`config.mk`:
```
export PLATFORM = sky130hd
export DESIGN_NAME = scarv_cop_dispatch
export DESIGN_NICKNAME = d
export VERILOG_FILES = /design/src/rtl/scarv_cop_dispatch.sv
export SDC_FILE = /design/constraint.sdc
export NUM_CORES = 1
export LEC_CHECK = 0
export CAP_MARGIN = 20
export CORE_AREA = 8 8 139 141
export DETAILED_ROUTE_END_ITERATION = 10
export DIE_AREA = 0 0 147 149
export MAX_ROUTING_LAYER = met4
export PLACE_DENSITY = 0.74
export SLEW_MARGIN = 10
export SYNTH_ARGS = -nofsm -noshare
export SYNTH_HDL_FRONTEND = slang
export SYNTH_SLANG_ARGS = --single-unit
```
`constraint.sdc`:
```
create_clock -name g_clk -period 2.39 [get_ports g_clk]
set_clock_uncertainty 0.05 [all_clocks]
set_input_delay 0.478 -clock g_clk [delete_from_list [all_inputs] [get_ports g_clk]]
set_output_delay 0.478 -clock g_clk [all_outputs]
set_load 0.01 [all_outputs]
```
`src/rtl/scarv_cop_dispatch.sv`:
```
// Sequences one decoded XCrypto instruction at a time: issue to a functional unit,
// run the CPR clear sequence, or report illegal, then hold a registered response.
module scarv_cop_dispatch #(
    parameter int NUM_FU  = 9,
    parameter int TIMEOUT = 255
) (
    input  logic                 g_clk,
    input  logic                 g_reset,
    input  logic                 insn_req,
    output logic                 insn_ack,
    input  logic [NUM_FU-1:0]    id_class,
    input  logic                 id_exception,
    input  logic                 id_cprs_init,
    input  logic [4:0]           id_rd,
    output logic [NUM_FU-1:0]    fu_ivalid,
    input  logic [NUM_FU-1:0]    fu_idone,
    input  logic [NUM_FU*32-1:0] fu_rdata,
    output logic                 cprs_init_wen,
    output logic [3:0]           cprs_init_addr,
    output logic                 rsp_valid,
    input  logic                 rsp_ack,
    output logic [1:0]           rsp_status,
    output logic [31:0]          rsp_data,
    output logic [4:0]           rsp_rd
);

    typedef enum logic [1:0] {IDLE, INIT, EXEC, RESP} state_t;

    localparam logic [1:0] ST_OK      = 2'd0;
    localparam logic [1:0] ST_ILLEGAL = 2'd1;
    localparam logic [1:0] ST_TIMEOUT = 2'd2;
    localparam logic [7:0] TIMEOUT_LAST = 8'(TIMEOUT - 1);

    state_t             state;
    logic [NUM_FU-1:0]  cls_q;
    logic [4:0]         rd_q;
    logic [7:0]         exec_cnt;
    logic               fu_hit;
    logic [31:0]        fu_sel_data;

    function automatic logic is_onehot(input logic [NUM_FU-1:0] v);
        return (v != '0) && ((v & (v - NUM_FU'(1))) == '0);
    endfunction

    assign insn_ack = (state == IDLE) && insn_req;

    // Completions from units other than the latched class are masked off here.
    always_comb begin
        fu_hit      = |(fu_idone & cls_q);
        fu_sel_data = '0;
        for (int k = 0; k < NUM_FU; k++) begin
            if (cls_q[k]) begin
                fu_sel_data = fu_sel_data | fu_rdata[32*k +: 32];
            end
        end
    end

    always_ff @(posedge g_clk or posedge g_reset) begin
        if (g_reset) begin
            state          <= IDLE;
            cls_q          <= '0;
            rd_q           <= '0;
            exec_cnt       <= '0;
            fu_ivalid      <= '0;
            cprs_init_wen  <= 1'b0;
            cprs_init_addr <= '0;
            rsp_valid      <= 1'b0;
            rsp_status     <= ST_OK;
            rsp_data       <= '0;
            rsp_rd         <= '0;
        end else begin
            case (state)
                IDLE: begin
                    if (insn_req) begin
                        cls_q <= id_class;
                        rd_q  <= id_rd;
                        if (id_exception || !is_onehot(id_class)) begin
                            state      <= RESP;
                            rsp_valid  <= 1'b1;
                            rsp_status <= ST_ILLEGAL;
                            rsp_data   <= '0;
                            rsp_rd     <= id_rd;
                        end else if (id_cprs_init) begin
                            state          <= INIT;
                            cprs_init_wen  <= 1'b1;
                            cprs_init_addr <= '0;
                        end else begin
                            state     <= EXEC;
                            fu_ivalid <= id_class;
                            exec_cnt  <= '0;
                        end
                    end
                end
                INIT: begin
                    // The address wraps back to 0 as the last entry is cleared.
                    cprs_init_addr <= cprs_init_addr + 4'd1;
                    if (cprs_init_addr == 4'd15) begin
                        state         <= RESP;
                        cprs_init_wen <= 1'b0;
                        rsp_valid     <= 1'b1;
                        rsp_status    <= ST_OK;
                        rsp_data      <= '0;
                        rsp_rd        <= rd_q;
                    end
                end
                EXEC: begin
                    exec_cnt <= exec_cnt + 8'd1;
                    if (fu_hit) begin
                        state      <= RESP;
                        fu_ivalid  <= '0;
                        rsp_valid  <= 1'b1;
                        rsp_status <= ST_OK;
                        rsp_data   <= fu_sel_data;
                        rsp_rd     <= rd_q;
                    end else if (exec_cnt == TIMEOUT_LAST) begin
                        state      <= RESP;
                        fu_ivalid  <= '0;
                        rsp_valid  <= 1'b1;
                        rsp_status <= ST_TIMEOUT;
                        rsp_data   <= '0;
                        rsp_rd     <= rd_q;
                    end
                end
                RESP: begin
                    if (rsp_ack) begin
                        state     <= IDLE;
                        rsp_valid <= 1'b0;
                    end
                end
                default: state <= IDLE;
            endcase
        end
    end

endmodule
```
==> impl_results.md, run 1 <==
* Io pins at 372
* CTS root buf: clkbuf_16
* Initial antenna violation count at 7
* Area Growth Syn to Fin at 96.3%
* Antenna-violating nets left at 0
* Critical Path RT at 2550 ps
* Routed wire per std cell at 25.9 um
* Synth async-reset ratio at 1.00
* CP Buf/Inv Count at 4
* Pre-CTS WS at -750 ps
* Worst vdd ir at 0.677 mV
* Post-synth net total at 801
* Routed WL at 28600 um
* Gate Count Post-Synth at 475
* TritonCTS Buffers at 9
* Final setup margin at -106 ps
* Worst skew pair latency at 340 ps
* Most frequent cell after synthesis: dfrtp_1
* Vias in the first global route at 6308
* WHS at 434 ps
* FP Rows at 48
* Crit path kind: input port to flip-flop
* Width of the die at 147 um
* Final worst path period share at 1.04
* Fraction of layout instances using a drive strength above 1 at 0.184
* CTS tree: done
* Fill cell count at 1502
* Num Clock Sinks at 78
* First-pass GRT wire length at 40700 um
* Power Density at 1050 nW/um^2
* Die Span Y at 149 um
* Layout Nets at 1196
* Setup crit end kind: flip-flop
* CP Cell Sequence: buf_6 -> or4_4 -> nor3_4 -> or4_4 -> o21ai_2 -> nand2b_4 -> a311oi_4 -> buf_4 -> buf_6 -> buf_12 -> mux2_4
* Slew Limit Fails at 0
* Critical path's largest stage delay at 550 ps
* Worst hold path type: input port to flip-flop
* Largest net degree at the start of global routing at 79
* Non-Filler Instances at 1107
* Fin area at 9960 sq um
* Worst EP arrival at 2660 ps
* Top cells by count, synth: dfrtp_1 (78), mux2_2 (48), clkbuf_1 (43)
* Via count at 6181
* Final HPWL DP at 21900 um
* Final hold violation count at 0
* Family with the most delay on the worst path: simple AND/OR/NAND/NOR gates
* Gr ovfl total at 0
* Core box area at 17100 sq um
* Vias/cell at 5.58
* Post-Place Cell Area at 9280 sq um
* Register bit total from synthesis at 78
* Fmax achieved at 0.401 GHz
* H-tree depth at 3
* Pre-antenna DRT Iters at 7
* Reg clk slew, reported paths at 60 ps
* Synth top area cells: dfrtp_1 (38%), mux2_2 (11%), a22o_1 (7.1%), a222oi_1 (6.5%), a221oi_1 (5.5%)
* Synthesized area per cell at 10.7 sq um
* Tot GR Track Use at 0.254
* Post-synth cell types at 51
* Synth Flop Type: dfrtp_1
* EDFF count, synth at 0
* Critical-path top delay cell: or4_4
* Multi-input logic area at 3020 sq um
* Status: finished with violations
* P_leak at 4.19 nW
* Setup repair after global routing missed its margin: true
* Seq/Total Area, Yosys at 0.385
* Mapped cell area at 5070 sq um
* Tightest Pin Transition at 489 ps
* Max_cap viols at 0
* Worst-path maximum fanout at 7
* Die area at 21900 sq um
* # DRC at 0
* Setup TNS at -2530 ps
* Initial DRC Count at 794
* GPL Wtd Cong at 0.902
* Placed Cells incl. Taps at 1072
* Synth warnings at 0
* Share of the synthesized area in the top cell type at 0.385
* CTS Hold Bufs at 0
* Failing checks: negative setup slack
* Cell taking the most area after synthesis: dfrtp_1
* Starting density of the core at 0.298
* PortBufs at 371
* Final setup fails at 39
* Worst relative slew slack at 0.674
* Worst setup SP type: input port
* Tmin final at 2500 ps
* Clk buf depth at 2
* Reg area at 1950 sq um
-- cell usage in the layout (no fill, tap or decap), types with 3 or more instances in the layout --
cell type / netlist / routed
buf_4: 2 / 53
clkbuf_16: 0 / 9
dfrtp_1: 78 / 76
clkdlybuf4s50_1: 0 / 353
mux2_4: 9 / 38
and3_1: 4 / 4
a22oi_1: 36 / 34
nand2_1: 9 / 8
a31oi_1: 34 / 34
dlygate4sd2_1: 0 / 8
o21ai_0: 10 / 8
a222oi_1: 33 / 33
or4_1: 4 / 3
mux2_2: 48 / 19
buf_16: 0 / 4
diode_2: 0 / 8
ha_1: 9 / 8
a221oi_1: 32 / 32
o31ai_1: 3 / 3
buf_6: 2 / 5
nor3b_1: 5 / 5
buf_12: 0 / 4
inv_1: 14 / 11
dlymetal6s2s_1: 0 / 5
nor2_1: 14 / 14
nand3_1: 4 / 4
xor2_1: 4 / 4
a22o_1: 41 / 41
-- worst paths after layout --
| check | depth (start not counted) | startpoint | to | slack [ps] |
|---|---|---|---|---|
| max in group asynchronous | 3 | g_reset | rsp_data[22] | 1380 |
| worst min register to register | 1 | rd_q[1] | rd_q[1] | 450 |
| worst min-delay path | 3 | id_class[3] | fu_ivalid[3] | 430 |
| worst max register to register | 10 | cls_q[4] | rsp_data[22] | -70 |
| min in group asynchronous | 3 | g_reset | fu_ivalid[3] | 570 |
| worst max-delay path | 11 | id_class[3] | rsp_data[22] | -110 |
-- state kept, by name, indices dropped and copies added (netlist names) --
signal	cells
rsp_data	32
cls_q	9
fu_ivalid	9
exec_cnt	8
rd_q	5
rsp_rd	5
cprs_init_addr	4
rsp_status	2
state	2
cprs_init_wen	1
rsp_valid	1
-- routing by layer --
| metal | routed length (um) | up-vias | global-route usage | part of all wire |
|---|---|---|---|---|
| li1 | - | 2786 | - | - |
| met1 | 11500 | 3020 | 0.305 | 0.40 |
| met2 | 13700 | 334 | 0.406 | 0.48 |
| met3 | 2620 | 41 | 0.0655 | 0.091 |
| met4 | 789 | 0 | 0.0913 | 0.028 |
| met5 | 0 | - | - | 0 |
-- stage by stage --
stage	power, mW	util
2_1_floorplan	5.56	-
3_3_place_gp	8.03	0.544
3_5_place_dp	8.12	0.544
4_1_cts	10.5	0.580
5_1_grt	11.0	0.584
6_report	10.5	0.584
-- cell families (layout without fill, tap and decap cells) --
group           count (synthesis)  after routing  share of synthesized area
flops                          78             78                      0.385
mux                            59             59                      0.137
fa+ha+maj                      10             10                     0.0242
simple gates                   51             51                     0.0560
other cells                     0              8                          0
buf+inv                        65            464                     0.0552
xor+xnor                        4              4                    0.00690
compound gates                208            208                      0.336
-- worst min-delay path: stages --
cell and delay (ps):
buf_6 70, buf_4 120, a22o_1 120
-- report_power, final --
group	internal, mW	leakage (nW)	switching [mW]	total, mW
Sequential	1.78	1.00	0.285	2.07
Clock	0.828	0.141	0.538	1.37
Combinational	3.75	3.05	3.32	7.07
-- cell type report --
cell class,instances,area share
Clock inverter,4,0.00477
Clock buffer,11,0.0244
Sequential cell,78,0.196
Multi-Input combinational cell,332,0.304
Inverter,14,0.00565
Antenna cell,8,0.00201
Tap cell,225,0.0283
Timing Repair Buffer,435,0.435
-- timing repair --
item | in CTS | in global routing
setup buffers | 7 | 2
gates cloned | 4 | 0
setup endpoints to repair | 63 | 44
resized for setup | 73 | 17
pin swaps | 9 | 10
Note: power is estimated with default switching activity, not from simulation.
==> run 2: changes to the inputs <==
GPL_TIMING_DRIVEN = 0   (was unset)
==> run 2 against run 1 <==
Against the previous run:
- clock-buffer cell count fell by 2
- power shrank 1.5%
- core utilization decreased by 1.0 points
- global-route usage is 2.0 points higher
- largest power group unchanged
- the run still ends with negative setup slack left
- wire length grew 7.1%
- non-clock buffer count grew 5
- critical endpoint is now rsp_data[12]
- flip-flop and latch count unchanged
- maximum frequency shrank 2.5%
- final cell count grew 0.36%
==> impl_results.md, run 2 (synthesized netlist as in run 1, its figures left out) <==
* Vias in the first global route at 6594 (was 6308)
* GPL Wtd Cong at 0.967 (was 0.902)
* Critical-path top delay cell: clkdlybuf4s50_1 (was or4_4)
* Gr ovfl total at 0 (unchanged)
* Met1 usage at 0.311 (was 0.305)
* Met3 Track Usage GR at 0.0737 (was 0.0655)
* Via count at 6283 (was 6181)
* Clk buf depth at 2 (unchanged)
* P_leak at 4.03 nW (was 4.19 nW)
* Final worst path period share at 1.07 (was 1.04)
* Most Crowded Layer GR: met2 (unchanged)
* Reg clk slew, reported paths at 60 ps (about the same)
* FP Rows at 48 (unchanged)
* Die area at 21900 sq um (unchanged)
* # DRC at 0 (unchanged)
* Worst vdd ir at 0.770 mV (was 0.677 mV)
* Io pins at 372 (unchanged)
* CTS tree: done (unchanged)
* Fraction of layout instances using a drive strength above 1 at 0.168 (was 0.184)
* Commonest non-fill, non-tap cells in the layout: clkdlybuf4s50_1 (355), dfrtp_1 (69), a22o_1 (41), mux2_2 (39), a22oi_1 (36) (was clkdlybuf4s50_1 (353), dfrtp_1 (76), buf_4 (53), a22o_1 (41), mux2_4 (38))
* Fmax achieved at 0.391 GHz (was 0.401 GHz)
* Worst EP arrival at 2730 ps (was 2660 ps)
* Worst skew pair latency at 350 ps (was 340 ps)
* Routed WL at 30700 um (was 28600 um)
* Failing checks: negative setup slack (unchanged)
* Most flop-heavy register: rsp_data (unchanged)
* Setup crit end kind: flip-flop (unchanged)
* Initial antenna violation count at 6 (was 7)
* Crit path kind: input port to flip-flop (unchanged)
* Num Clock Sinks at 78 (unchanged)
* Starting density of the core at 0.298 (unchanged)
* TritonCTS Buffers at 9 (unchanged)
* H-tree depth at 3 (unchanged)
* Total power at 10.3 mW (was 10.5 mW)
* Setup repair after global routing missed its margin: true (unchanged)
* Final setup margin at -168 ps (was -106 ps)
* Vias/cell at 5.66 (was 5.58)
* Final HPWL DP at 23700 um (was 21900 um)
* Worst relative slew slack at 0.414 (was 0.674)
* Critical path's largest stage delay at 500 ps (was 550 ps)
* Commonest non-fill, non-tap cell in the layout: clkdlybuf4s50_1 (unchanged)
* First-pass GRT wire length at 43300 um (was 40700 um)
* Hold path cells at 2 (was 3)
* Max_cap viols at 0 (unchanged)
* Fill cell count at 1494 (was 1502)
* Layout Nets at 1201 (was 1196)
* Die Span Y at 149 um (unchanged)
* Critical Path RT at 2570 ps (was 2550 ps)
* Worst hold path type: input port to flip-flop (unchanged)
* Power Density at 1060 nW/um^2 (was 1050 nW/um^2)
* Setup TNS at -4810 ps (was -2530 ps)
* Reg area at 1960 sq um (was 1950 sq um)
* Tot GR Track Use at 0.274 (was 0.254)
* CTS root buf: clkbuf_16 (unchanged)
* Regs by FF count: rsp_data (32), cls_q (9), fu_ivalid (9) (unchanged)
* Initial DRC Count at 656 (was 794)
* Final hold violation count at 0 (unchanged)
* Worst-path maximum fanout at 10 (was 7)
* CP Cell Sequence: clkdlybuf4s50_1 -> a222oi_1 -> nand4_1 -> buf_6 -> a311oi_4 -> a211o_1 -> a311oi_4 -> buf_4 -> buf_8 -> mux2_2 (was buf_6 -> or4_4 -> nor3_4 -> or4_4 -> o21ai_2 -> nand2b_4 -> a311oi_4 -> buf_4 -> buf_6 -> buf_12 -> mux2_4)
* Status: finished with violations (unchanged)
* Met2 Use GR at 0.451 (was 0.406)
* PortBufs at 371 (unchanged)
* Largest register FFs at 32 (unchanged)
* Final setup fails at 38 (was 39)
* Routed wire per std cell at 27.6 um (was 25.9 um)
* Tmin final at 2560 ps (was 2500 ps)
* Antenna-violating nets left at 0 (unchanged)
* Width of the die at 147 um (unchanged)
* CTS Hold Bufs at 0 (unchanged)
* Area Growth Syn to Fin at 92.8% (was 96.3%)
* Multi-input logic area at 2950 sq um (was 3020 sq um)
* WHS at 308 ps (was 434 ps)
* Worst setup SP type: input port (unchanged)
* Pre-antenna DRT Iters at 8 (was 7)
* Largest net degree at the start of global routing at 37 (was 79)
* Tightest Pin Transition at 879 ps (was 489 ps)
* Cell repeated most along the worst path: a311oi_4
* Slew Limit Fails at 0 (unchanged)
* Core box area at 17100 sq um (unchanged)
* Reg2Reg Depth at 10 (unchanged)
-- run 2: changes by cell type in the layout (fill, tap and decap cells not counted), moves of 3 or more --
cell and delta:
dfrtp_1 -7, mux2_4 -20, buf_16 -4, clkbuf_2 +5
buf_12 +3, clkbuf_1 +27, buf_4 -31, mux2_2 +20
dfrtp_2 +7
-- run 2: final cells by class --
type | instances | area share
flip-flops and latches | 78 | 0.201
inverters | 14 | 0.00576
clock inverters | 7 | 0.00755
multi-input cells | 332 | 0.301
well taps | 225 | 0.0288
diodes | 6 | 0.00153
repair buffers | 401 | 0.411
plain buffers | 39 | 0.0198
clock buffers | 9 | 0.0230
-- run 2: repair_timing --
item                                    CTS  global route
gates resized for setup                  69            23
buffers inserted                         21             7
endpoints found under the setup margin   65            57
cloned                                    1             0
pin swaps                                10             2
-- run 2: worst paths after layout --
kind	slack, ps	start	end
worst max-delay path	-170	fu_idone[7]	rsp_data[12]
worst min-delay path	310	id_class[1]	fu_ivalid[1]
worst max register to register	-140	cls_q[4]	rsp_data[3]
worst min register to register	450	fu_ivalid[8]	fu_ivalid[8]
max in group asynchronous	1320	g_reset	rsp_data[10]
min in group asynchronous	440	g_reset	cprs_init_addr[0]
-- run 2: routing by layer --
metal	wire length, um	up-vias
li1	-	2797
met1	12000	3061
met5	0	-
met4	1070	0
met3	2690	57
met2	14900	368
-- run 2: through the flow --
stage               instance area [sq um]  worst slack, ps   util  cells
floorplan                            5090             -283      -    475
global placement                     9080            -1110  0.533   1071
finish                               9780             -168  0.574   1111
global route                         9780             -231  0.574   1111
CTS                                  9700             -145  0.569   1099
detailed placement                   9120            -1160  0.535   1073
-- run 2: worst max-delay path, delay by kind of cell --
family	cells	cell delay (ps)
muxes	1	340
buffers and inverters	4	990
AOI/OAI and AO/OA	4	810
and+or+nand+nor	1	100
-- run 2: power by group --
group / total (mW) / internal [mW] / switching, mW
Clock: 1.41 / 0.813 / 0.592
Combinational: 6.71 / 3.40 / 3.31
Sequential: 2.23 / 1.79 / 0.432
